--- config.mk ---
export PLATFORM = sky130hd
export DESIGN_NAME = router_mp
export DESIGN_NICKNAME = d
export VERILOG_FILES = /design/src/rtl/router_mp.sv
export SDC_FILE = /design/constraint.sdc
export NUM_CORES = 1
export LEC_CHECK = 0
export ABC_AREA = 1
export ABC_CLOCK_PERIOD_IN_PS = 4800
export CAP_MARGIN = 20
export CORE_UTILIZATION = 53
export CTS_BUF_LIST = sky130_fd_sc_hd__clkbuf_2
export DETAILED_ROUTE_END_ITERATION = 12
export PLACE_DENSITY_LB_ADDON = 0.12
export SYNTH_ARGS = -nofsm -noshare
export SYNTH_HDL_FRONTEND = slang
export SYNTH_SLANG_ARGS = --single-unit
export TNS_END_PERCENT = 20
--- constraint.sdc ---
create_clock -name clk -period 4.8 [get_ports clk]
set_input_delay 0.96 -clock clk [delete_from_list [all_inputs] [get_ports clk]]
set_output_delay 0.96 -clock clk [all_outputs]
set_load 0.1 [all_outputs]
--- src/rtl/router_mp.sv ---
// router_mp: one packet input stream routed into NUM_PORTS output FIFOs, with parity checking.
// Define ROUTER_MP_TIMEOUT_EN to flush any port whose data sits unread for TIMEOUT cycles.
module router_mp #(
    parameter int NUM_PORTS = 3,
    parameter int DATA_W    = 8,
    parameter int DEPTH     = 16,
    parameter int TIMEOUT   = 30
) (
    input  logic                        clk,
    input  logic                        rst,
    input  logic                        pkt_valid,
    input  logic [DATA_W-1:0]           data_in,
    input  logic [NUM_PORTS-1:0]        read_enb,
    output logic                        busy,
    output logic                        err,
    output logic                        addr_err,
    output logic [NUM_PORTS-1:0]        vld_out,
    output logic [NUM_PORTS*DATA_W-1:0] data_out,
    output logic [NUM_PORTS-1:0]        timeout
);
    localparam int ADDR_W = (NUM_PORTS > 2) ? $clog2(NUM_PORTS) : 1;
    localparam int LEN_W  = DATA_W - ADDR_W;
    localparam int PTR_W  = $clog2(DEPTH);
    localparam int CNT_W  = PTR_W + 1;
    localparam logic [ADDR_W:0] PORTS_L = (ADDR_W+1)'(NUM_PORTS);
    localparam logic [LEN_W:0]  REM_ONE = (LEN_W+1)'(1);
    localparam logic [LEN_W:0]  REM_TWO = (LEN_W+1)'(2);

    if (NUM_PORTS < 2 || NUM_PORTS > 8) begin : gBadPorts
        $error("router_mp: NUM_PORTS must be in 2..8");
    end
    if (DATA_W < ADDR_W + 2) begin : gBadWidth
        $error("router_mp: DATA_W must be at least ADDR_W+2");
    end
    if (DEPTH < 4 || (DEPTH & (DEPTH - 1)) != 0) begin : gBadDepth
        $error("router_mp: DEPTH must be a power of 2 and at least 4");
    end
    if (TIMEOUT < 2 || TIMEOUT > 1023) begin : gBadTimeout
        $error("router_mp: TIMEOUT must be in 2..1023");
    end

    typedef enum logic [2:0] {IDLE, ROUTE, LOAD, PARITY, CHECK, DROP} state_e;

    state_e                state_q, state_d;
    logic [ADDR_W-1:0]     dest_q, dest_d;
    logic [DATA_W-1:0]     hdr_q, hdr_d;
    logic [LEN_W:0]        remCnt_q, remCnt_d;
    logic [DATA_W-1:0]     par_q, par_d;
    logic                  parErr_q, parErr_d;
    logic                  addrErr_q, addrErr_d;

    logic [DATA_W-1:0]     mem_q   [NUM_PORTS][DEPTH];
    logic [PTR_W-1:0]      wrPtr_q [NUM_PORTS];
    logic [PTR_W-1:0]      rdPtr_q [NUM_PORTS];
    logic [CNT_W-1:0]      count_q [NUM_PORTS];
    logic [DATA_W-1:0]     dout_q  [NUM_PORTS];

    logic [NUM_PORTS-1:0]  full, wrEn, rdEn, flush;
    logic                  fifoWr, accept, destFull, destFlush;
    logic [DATA_W-1:0]     wrData;
    logic [ADDR_W-1:0]     inDest;
    logic [LEN_W-1:0]      inLen;

    assign inDest   = data_in[ADDR_W-1:0];
    assign inLen    = data_in[DATA_W-1:ADDR_W];
    assign err      = (state_q == CHECK) && parErr_q;
    assign addr_err = addrErr_q;

    always_comb begin
        for (int i = 0; i < NUM_PORTS; i++) begin
            full[i]    = (count_q[i] == CNT_W'(DEPTH));
            vld_out[i] = (count_q[i] != '0);
            rdEn[i]    = read_enb[i] && (count_q[i] != '0);
            wrEn[i]    = fifoWr && (dest_q == ADDR_W'(i));
            data_out[i*DATA_W +: DATA_W] = dout_q[i];
        end
    end

`ifdef ROUTER_MP_TIMEOUT_EN
    localparam int TO_W = $clog2(TIMEOUT + 1);
    logic [TO_W-1:0] toCnt_q [NUM_PORTS];

    // The pulse marks the idle cycle that brings the count to TIMEOUT; the FIFO empties at its end.
    always_comb begin
        for (int i = 0; i < NUM_PORTS; i++) begin
            flush[i] = (count_q[i] != '0) && !read_enb[i] && (toCnt_q[i] == TO_W'(TIMEOUT - 1));
        end
    end
    assign timeout = flush;

    always_ff @(posedge clk) begin
        for (int i = 0; i < NUM_PORTS; i++) begin
            if (rst || flush[i] || read_enb[i] || count_q[i] == '0) toCnt_q[i] <= '0;
            else                                                    toCnt_q[i] <= toCnt_q[i] + TO_W'(1);
        end
    end
`else
    assign flush   = '0;
    assign timeout = '0;
`endif

    // remCnt counts the bytes still owed after the header, parity byte included.
    always_comb begin
        state_d   = state_q;
        dest_d    = dest_q;
        hdr_d     = hdr_q;
        remCnt_d  = remCnt_q;
        par_d     = par_q;
        parErr_d  = parErr_q;
        addrErr_d = 1'b0;
        busy      = 1'b0;
        fifoWr    = 1'b0;
        accept    = 1'b0;
        wrData    = data_in;
        destFull  = full[dest_q];
        destFlush = flush[dest_q];
        case (state_q)
            IDLE: begin
                if (pkt_valid) begin
                    hdr_d    = data_in;
                    par_d    = data_in;
                    remCnt_d = {1'b0, inLen} + REM_ONE;
                    if ({1'b0, inDest} < PORTS_L) begin
                        dest_d  = inDest;
                        state_d = ROUTE;
                    end else begin
                        addrErr_d = 1'b1;
                        state_d   = DROP;
                    end
                end
            end
            ROUTE: begin
                busy   = 1'b1;
                wrData = hdr_q;
                if (destFlush)     state_d = DROP;
                else if (!destFull) begin
                    fifoWr  = 1'b1;
                    state_d = (remCnt_q == REM_ONE) ? PARITY : LOAD;
                end
            end
            LOAD: begin
                busy   = destFull;
                accept = pkt_valid && !destFull;
                if (accept) begin
                    remCnt_d = remCnt_q - REM_ONE;
                    par_d    = par_q ^ data_in;
                    fifoWr   = !destFlush;
                end
                if (destFlush)                          state_d = DROP;
                else if (accept && remCnt_q == REM_TWO) state_d = PARITY;
            end
            PARITY: begin
                busy   = destFull;
                accept = pkt_valid && !destFull;
                if (accept) begin
                    parErr_d = (par_q != data_in);
                    fifoWr   = !destFlush;
                    state_d  = destFlush ? IDLE : CHECK;
                end else if (destFlush) begin
                    state_d = DROP;
                end
            end
            CHECK: begin
                busy    = 1'b1;
                state_d = IDLE;
            end
            DROP: begin
                if (pkt_valid) begin
                    remCnt_d = remCnt_q - REM_ONE;
                    if (remCnt_q == REM_ONE) state_d = IDLE;
                end
            end
            default: state_d = IDLE;
        endcase
    end

    always_ff @(posedge clk) begin
        if (rst) begin
            state_q   <= IDLE;
            dest_q    <= '0;
            hdr_q     <= '0;
            remCnt_q  <= '0;
            par_q     <= '0;
            parErr_q  <= 1'b0;
            addrErr_q <= 1'b0;
        end else begin
            state_q   <= state_d;
            dest_q    <= dest_d;
            hdr_q     <= hdr_d;
            remCnt_q  <= remCnt_d;
            par_q     <= par_d;
            parErr_q  <= parErr_d;
            addrErr_q <= addrErr_d;
        end
    end

    always_ff @(posedge clk) begin
        for (int i = 0; i < NUM_PORTS; i++) begin
            if (rst || flush[i]) begin
                wrPtr_q[i] <= '0;
                rdPtr_q[i] <= '0;
                count_q[i] <= '0;
            end else begin
                if (wrEn[i]) wrPtr_q[i] <= wrPtr_q[i] + PTR_W'(1);
                if (rdEn[i]) rdPtr_q[i] <= rdPtr_q[i] + PTR_W'(1);
                case ({wrEn[i], rdEn[i]})
                    2'b10:   count_q[i] <= count_q[i] + CNT_W'(1);
                    2'b01:   count_q[i] <= count_q[i] - CNT_W'(1);
                    default: count_q[i] <= count_q[i];
                endcase
            end
            if (rst)           dout_q[i] <= '0;
            else if (rdEn[i])  dout_q[i] <= mem_q[i][rdPtr_q[i]];
        end
    end

    always_ff @(posedge clk) begin
        for (int i = 0; i < NUM_PORTS; i++) begin
            if (wrEn[i]) mem_q[i][wrPtr_q[i]] <= wrData;
        end
    end

endmodule

# Word level (Yosys, flattened, before mapping)
# Memories as Yosys holds them, arrays and structs flattened.
# Index checks and enable logic that the tools add are counted.
# op_classes
addsub	14
n_lt_le_gt_ge	11
eq_ne	26
muxes	120
bitwise_logic	27
n_reduce_logical	35
# op_table
cell	n
128-bit 2-to-1 mux	7
128-bit OR reduction	2
8-bit 2-to-1 mux	15
8-bit binary-select mux with 4-bit select	3
8-bit demux with 4-bit select	3
1-bit 2-to-1 mux	54
5-bit 2-to-1 mux	9
3-bit 2-to-1 mux	11
5-bit >= comparator (second input constant)	6
4-bit inverter with 5-bit output	6
4-bit by 1-bit adder with 4-bit output (second input constant)	6
4-bit 2-to-1 mux	6
7-bit 2-to-1 mux	3
7-bit case mux with 3 select lines	1
1-bit OR	18
8-bit case mux with 2 select lines	1
5-bit by 1-bit adder with 5-bit output (second input constant)	3
5-bit == test (second input constant)	3
5-bit by 1-bit < comparator with 1-bit output (second input constant)	3
3-bit case mux with 5 select lines	1
5-bit nonzero test	3
5-bit by 1-bit subtractor with 5-bit output (second input constant)	3
1-bit logical AND	12
2-bit OR reduction	5
29 further kinds	49
# word_totals
reg_bits	30
mem_bits_rw	447
inputBits	14
wordCells	245
memories	5
# mem_list
name	depth	word_bits	read_ports	rd_clocked_by_memory_dff	wr	line_no	rtl
mem_q	3	128	3	0	1	52	logic [DATA_W-1:0] mem_q [NUM_PORTS][DEPTH];
dout_q	3	8	3	0	3	56	logic [DATA_W-1:0] dout_q [NUM_PORTS];
count_q	3	5	3	0	3	55	logic [CNT_W-1:0] count_q [NUM_PORTS];
rdPtr_q	3	4	3	0	3	54	logic [PTR_W-1:0] rdPtr_q [NUM_PORTS];
wrPtr_q	3	4	3	0	3	53	logic [PTR_W-1:0] wrPtr_q [NUM_PORTS];

# Longest topological paths before layout
# An unclocked memory read counts as a cell.
# logic_depth
ltp_word	16
ltp_mapped	25

# Least setup slack after synthesis
# No wires, ideal clock.
# synth_timing
path_type	input to register
startpoint	input data_in[5]
endpoint	memory mem_q[0][101] (netlist bit), data pin
t_arrival_ns	2.941
setup_slack_ns	1.281
path_stages	2
n_path_buf	0
cell_sequence	inv_1 > o21ai_0
# synth_via
elab_chain_len	3
# synth_lines
item	line_no	rtl
from (decl)	12	input logic [DATA_W-1:0] data_in,
8-bit 2-to-1 mux (*)	117	case (state_q)
via wrData[5]	60	logic [DATA_W-1:0] wrData;
128-bit 2-to-1 mux (no line)	n/a	
128-bit 2-to-1 mux (no line) (*)	n/a	
to (decl)	52	
# The timed path passes the listed nets; every way through them passes the cells marked *.

==> results_tabular.tex <==
\begin{tabular}{lr}
\hline
Metric & Value \\
\hline
\multicolumn{2}{l}{\textbf{Run status}} \\
Outcome & complete, no violations \\
\multicolumn{2}{l}{\textbf{Global route}} \\
Pin count of the biggest net entering global routing & 79 \\
Initial antenna violation count & 1 \\
Global route total overflow & 0 \\
Global-route total usage across every layer & 0.246 \\
Global-route wire length before repair & 73500 um \\
Number of global-route vias before repair & around 14000 \\
\multicolumn{2}{l}{\textbf{Power and ir drop}} \\
Sw power & 4.19 mW \\
Net switching fraction of the power & 0.373 \\
Comb pwr share & 0.279 \\
Worst IR Drop VDD & 0.000313 V \\
Internal Power & 7.05 mW \\
Cell leakage power & 8.24 nW \\
Overall Power & 11.2 mW \\
Proportion of power drawn by the clock network & 0.238 \\
Power per unit of standard cell area & 495 nW/um\^{}2 \\
Portion of total power attributed to sequential cells & 0.483 \\
\multicolumn{2}{l}{\textbf{Setup path}} \\
Dominant delay contributor by cell family on the critical path & buffers and inverters \\
Kind of end point of the critical path & output pin \\
Type of the worst setup path & register to output pin \\
Number of buffers and inverters on the critical path & 2 \\
Cell count of the worst reg-to-reg path & 24 \\
CP Data Arrival Time & 3.12 ns \\
Setup slack of the worst register-to-register path & 1.41 ns \\
Critical path's most frequent cell & nand2\_1 \\
Stages on worst setup path & 6 \\
Data required time of the critical path & 3.84 ns \\
Slowest stage cell on the critical path & clkdlybuf4s50\_1 \\
Setup crit start & count\_q[0][0] \\
Delay of the slowest cell on the worst path & 1.16 ns \\
Cells traversed along the worst timing path & inv\_1 > ha\_1 > nand2\_1 > nor2\_1 > nand2\_1 > clkdlybuf4s50\_1 \\
Reg-to-reg startpoint & count\_q[1][0] \\
Worst Setup EP & vld\_out[0] \\
Largest driver fanout on the critical path & 4 \\
Endpoint of the worst register-to-register path & count\_q[2][4] \\
Element type at the critical path start & register \\
\multicolumn{2}{l}{\textbf{Routing}} \\
First-iteration detailed-routing DRC count & 1162 \\
DRC violation count after routing & 0 \\
Number of antenna-violating nets in the routed design & 0 \\
Via total after detailed routing & $\sim$14000 \\
Total length of routed wires & 46900 um \\
Ratio of routed vias to standard cells & around 5.5 \\
Pre-antenna DRT Iters & 7 \\
WL per Instance & roughly 19 um \\
\multicolumn{2}{l}{\textbf{Clocking}} \\
Clock insertion delay at the later pin of the skew report & 1.10 ns \\
Number of hold-repair buffers added at the cts stage & 0 \\
Cell at the root of the clock tree & clkbuf\_2 \\
Clock buffers created by TritonCTS & roughly 120 \\
Number of sinks handled by clock tree synthesis & 477 \\
Post-cts gate resize count & 0 \\
Clock tree from TritonCTS & done \\
Clock Tree Buf Depth & 3 \\
H-tree lvl count & 3 \\
Clock transition at path regs & 0.11 ns \\
Post-CTS repair timing setup buffer count & 0 \\
\multicolumn{2}{l}{\textbf{Synth}} \\
Per-instance average area after synthesis & 11.5 um\^{}2 \\
Cell with the most instances after synthesis & edfxtp\_1 \\
Sequential element share of the synthesized area & 0.687 \\
Most used DFF post-synth & edfxtp\_1 \\
Number of enable flip-flop cells after synthesis & around 450 \\
Count of distinct cell types in the synthesized netlist & 40 \\
Register bit count reported by yosys & around 480 \\
Commonest cells in the netlist & 447 x edfxtp\_1, 263 x nor2\_1, 237 x o21ai\_0 \\
Gate count after technology mapping & 1780 \\
Yosys top cell area share & 0.657 \\
Cell taking the most area after synthesis & edfxtp\_1 \\
Area contributors post-synth & edfxtp\_1 66\%, o21ai\_0 5.8\%, nor2\_1 4.8\% \\
Netlist area before placement & 20400 um\^{}2 \\
Share of flip-flops with an asynchronous set or reset after synthesis & 0 \\
Yosys warning count & 0 \\
\multicolumn{2}{l}{\textbf{Die}} \\
Standard-cell row count & 71 \\
Initial core utilization & 0.541 \\
Core region area & 37800 um\^{}2 \\
Total die area & 39300 um\^{}2 \\
Overall die width & 198 um \\
I/O pin total & between 40 and 50 \\
Height of the chip & 198 um \\
\multicolumn{2}{l}{\textbf{Timing}} \\
Pins Over Slew Limit & 0 \\
\# setup viols final & 0 \\
Setup slack after layout & 0.722 ns \\
Unrepaired setup endpoints after global routing & false \\
Transition time of the tightest slew-check pin & 1.07 ns \\
Max\_slew headroom & 0.285 \\
Achievable clock frequency & 245 MHz \\
Period utilisation layout & 0.850 \\
Final hold violation count & 0 \\
Setup TNS after final layout & 0 ns \\
Final clock skew & 0.125 ns \\
Minimum clock period after layout & 4.08 ns \\
\multicolumn{2}{l}{\textbf{Final layout}} \\
Area added between synthesis and finish & 11.2\% \\
Number of nets in the finished design & between 1500 and 2000 \\
Share of layout cells above drive strength 1 & 0.136 \\
Final std cells w/o fill & 2516 \\
\multicolumn{2}{l}{\textbf{Placement}} \\
Count of input and output buffers & 43 \\
DP Cell Count & 2276 \\
Post-detail-place hpwl & 28900 um \\
Weighted congestion reported at the end of routability-driven placement & 0.815 \\
Worst Setup Slack post-DPL & 0.736 ns \\
\multicolumn{2}{l}{\textbf{Worst hold path}} \\
HP Class & register to register \\
\multicolumn{2}{l}{\textbf{Job}} \\
Max-cap viol count & 0 \\
\hline
\end{tabular}
[power by group through the flow]
stage	registers (mW)	clock network [mW]	logic, mW
2_1_floorplan	5.78	0	1.84
3_3_place_gp	5.52	0	3.07
3_5_place_dp	5.53	0	3.10
4_1_cts	5.43	2.75	3.11
5_1_grt	5.47	2.95	3.43
6_report	5.43	2.68	3.13
[layout make-up]
type                            count  area, um^2
Sequential cell                   477       14000
Inverter                          128         480
Clock buffer                      159         796
Fill cell                        3119       15100
Tap cell                          511         639
Timing Repair Buffer               97         886
Antenna cell                        1        2.50
Multi-Input combinational cell   1086        5580
Clock inverter                     57         302
[worst register-to-register path, cell delays in order (launching register included)]
cell,delay [ns]
edfxtp_1,0.41
inv_1,0.10
ha_1,0.21
nand2_1,0.08
nor2_1,0.05
nor2_2,0.17
nand3_2,0.12
inv_2,0.08
nand2_2,0.06
nand2_4,0.10
nand3_4,0.24
ha_1,0.32
nand2_1,0.19
inv_1,0.12
or2_1,0.24
nand2_1,0.07
inv_1,0.04
ha_1,0.16
inv_1,0.05
nand2_1,0.06
nand3_1,0.08
o22ai_1,0.08
xor2_1,0.15
inv_1,0.05
nor2_1,0.03
[state kept, by name, summed over array words and instances (netlist names), 2 cells and up]
name / flops
wrPtr_q: 12
mem_q: 384
dout_q: 24
remCnt_q: 7
state_q: 3
dest_q: 2
rdPtr_q: 12
par_q: 8
count_q: 15
hdr_q: 8
[how the worst min path moves through the flow]
stage	from	to	slack, ns	depth (start not counted)
floorplan	hdr_q[0]	hdr_q[0]	0.42	2
detailed placement	hdr_q[1]	hdr_q[1]	0.44	2
global route	hdr_q[1]	hdr_q[1]	0.47	2
finish	hdr_q[1]	hdr_q[1]	0.46	2
CTS	hdr_q[1]	hdr_q[1]	0.46	2
global placement	hdr_q[1]	hdr_q[1]	0.43	2
[cell families (layout without fill, tap and decap cells)]
kind of cell,after synthesis,count (layout),share of synthesized area
and+or+nand+nor,600,600,0.124
DFF,477,477,0.687
adders and majority gates,32,32,0.0196
xor gates and xnor gates,37,37,0.0159
AOI/OAI and AO/OA,414,414,0.110
buffers and inverters,219,441,0.0439
other,1,4,0.000184
[cells in the final DEF (no fill, tap or decap), types with 3 or more instances in the layout]
cell,netlist,layout
ha_1,32,32
conb_1,1,3
clkbuf_4,0,11
nand2_2,4,7
nand3_2,3,3
clkdlybuf4s50_1,0,42
nand4_1,8,8
o21ai_4,0,5
nor3_1,62,62
clkinv_1,3,39
xor2_1,22,22
o221ai_1,4,4
clkbuf_2,0,160
a31oi_1,5,5
clkinv_2,0,14
inv_1,115,115
o21ai_1,4,4
nor3_2,4,4
o22ai_1,50,50
o21ai_0,237,232
o211ai_1,26,26
dfxtp_1,30,30
inv_2,10,11
a21oi_1,81,81
nand2_1,193,190
nand3_1,50,50
buf_4,4,29
a211oi_1,6,6
nor2_1,263,263
buf_12,0,3
buf_2,12,9
edfxtp_1,447,447
xnor2_1,15,15
[per-stage QoR]
step	cell area (um^2)	hold slack, ns	util
3_5_place_dp	21400	0.441	0.567
2_1_floorplan	20400	0.423	-
6_report	22700	0.457	0.601
4_1_cts	22500	0.457	0.596
3_3_place_gp	21400	0.433	0.567
5_1_grt	22700	0.475	0.601
[metal layers]
metal,track usage,up-vias,routed length [um]
li1,-,6645,-
met1,0.336,6694,20300
met2,0.389,483,22100
met3,0.0468,80,3180
met4,0.0999,0,1230
met5,0,-,0
No activity file was read; power rests on OpenSTA's default activity.
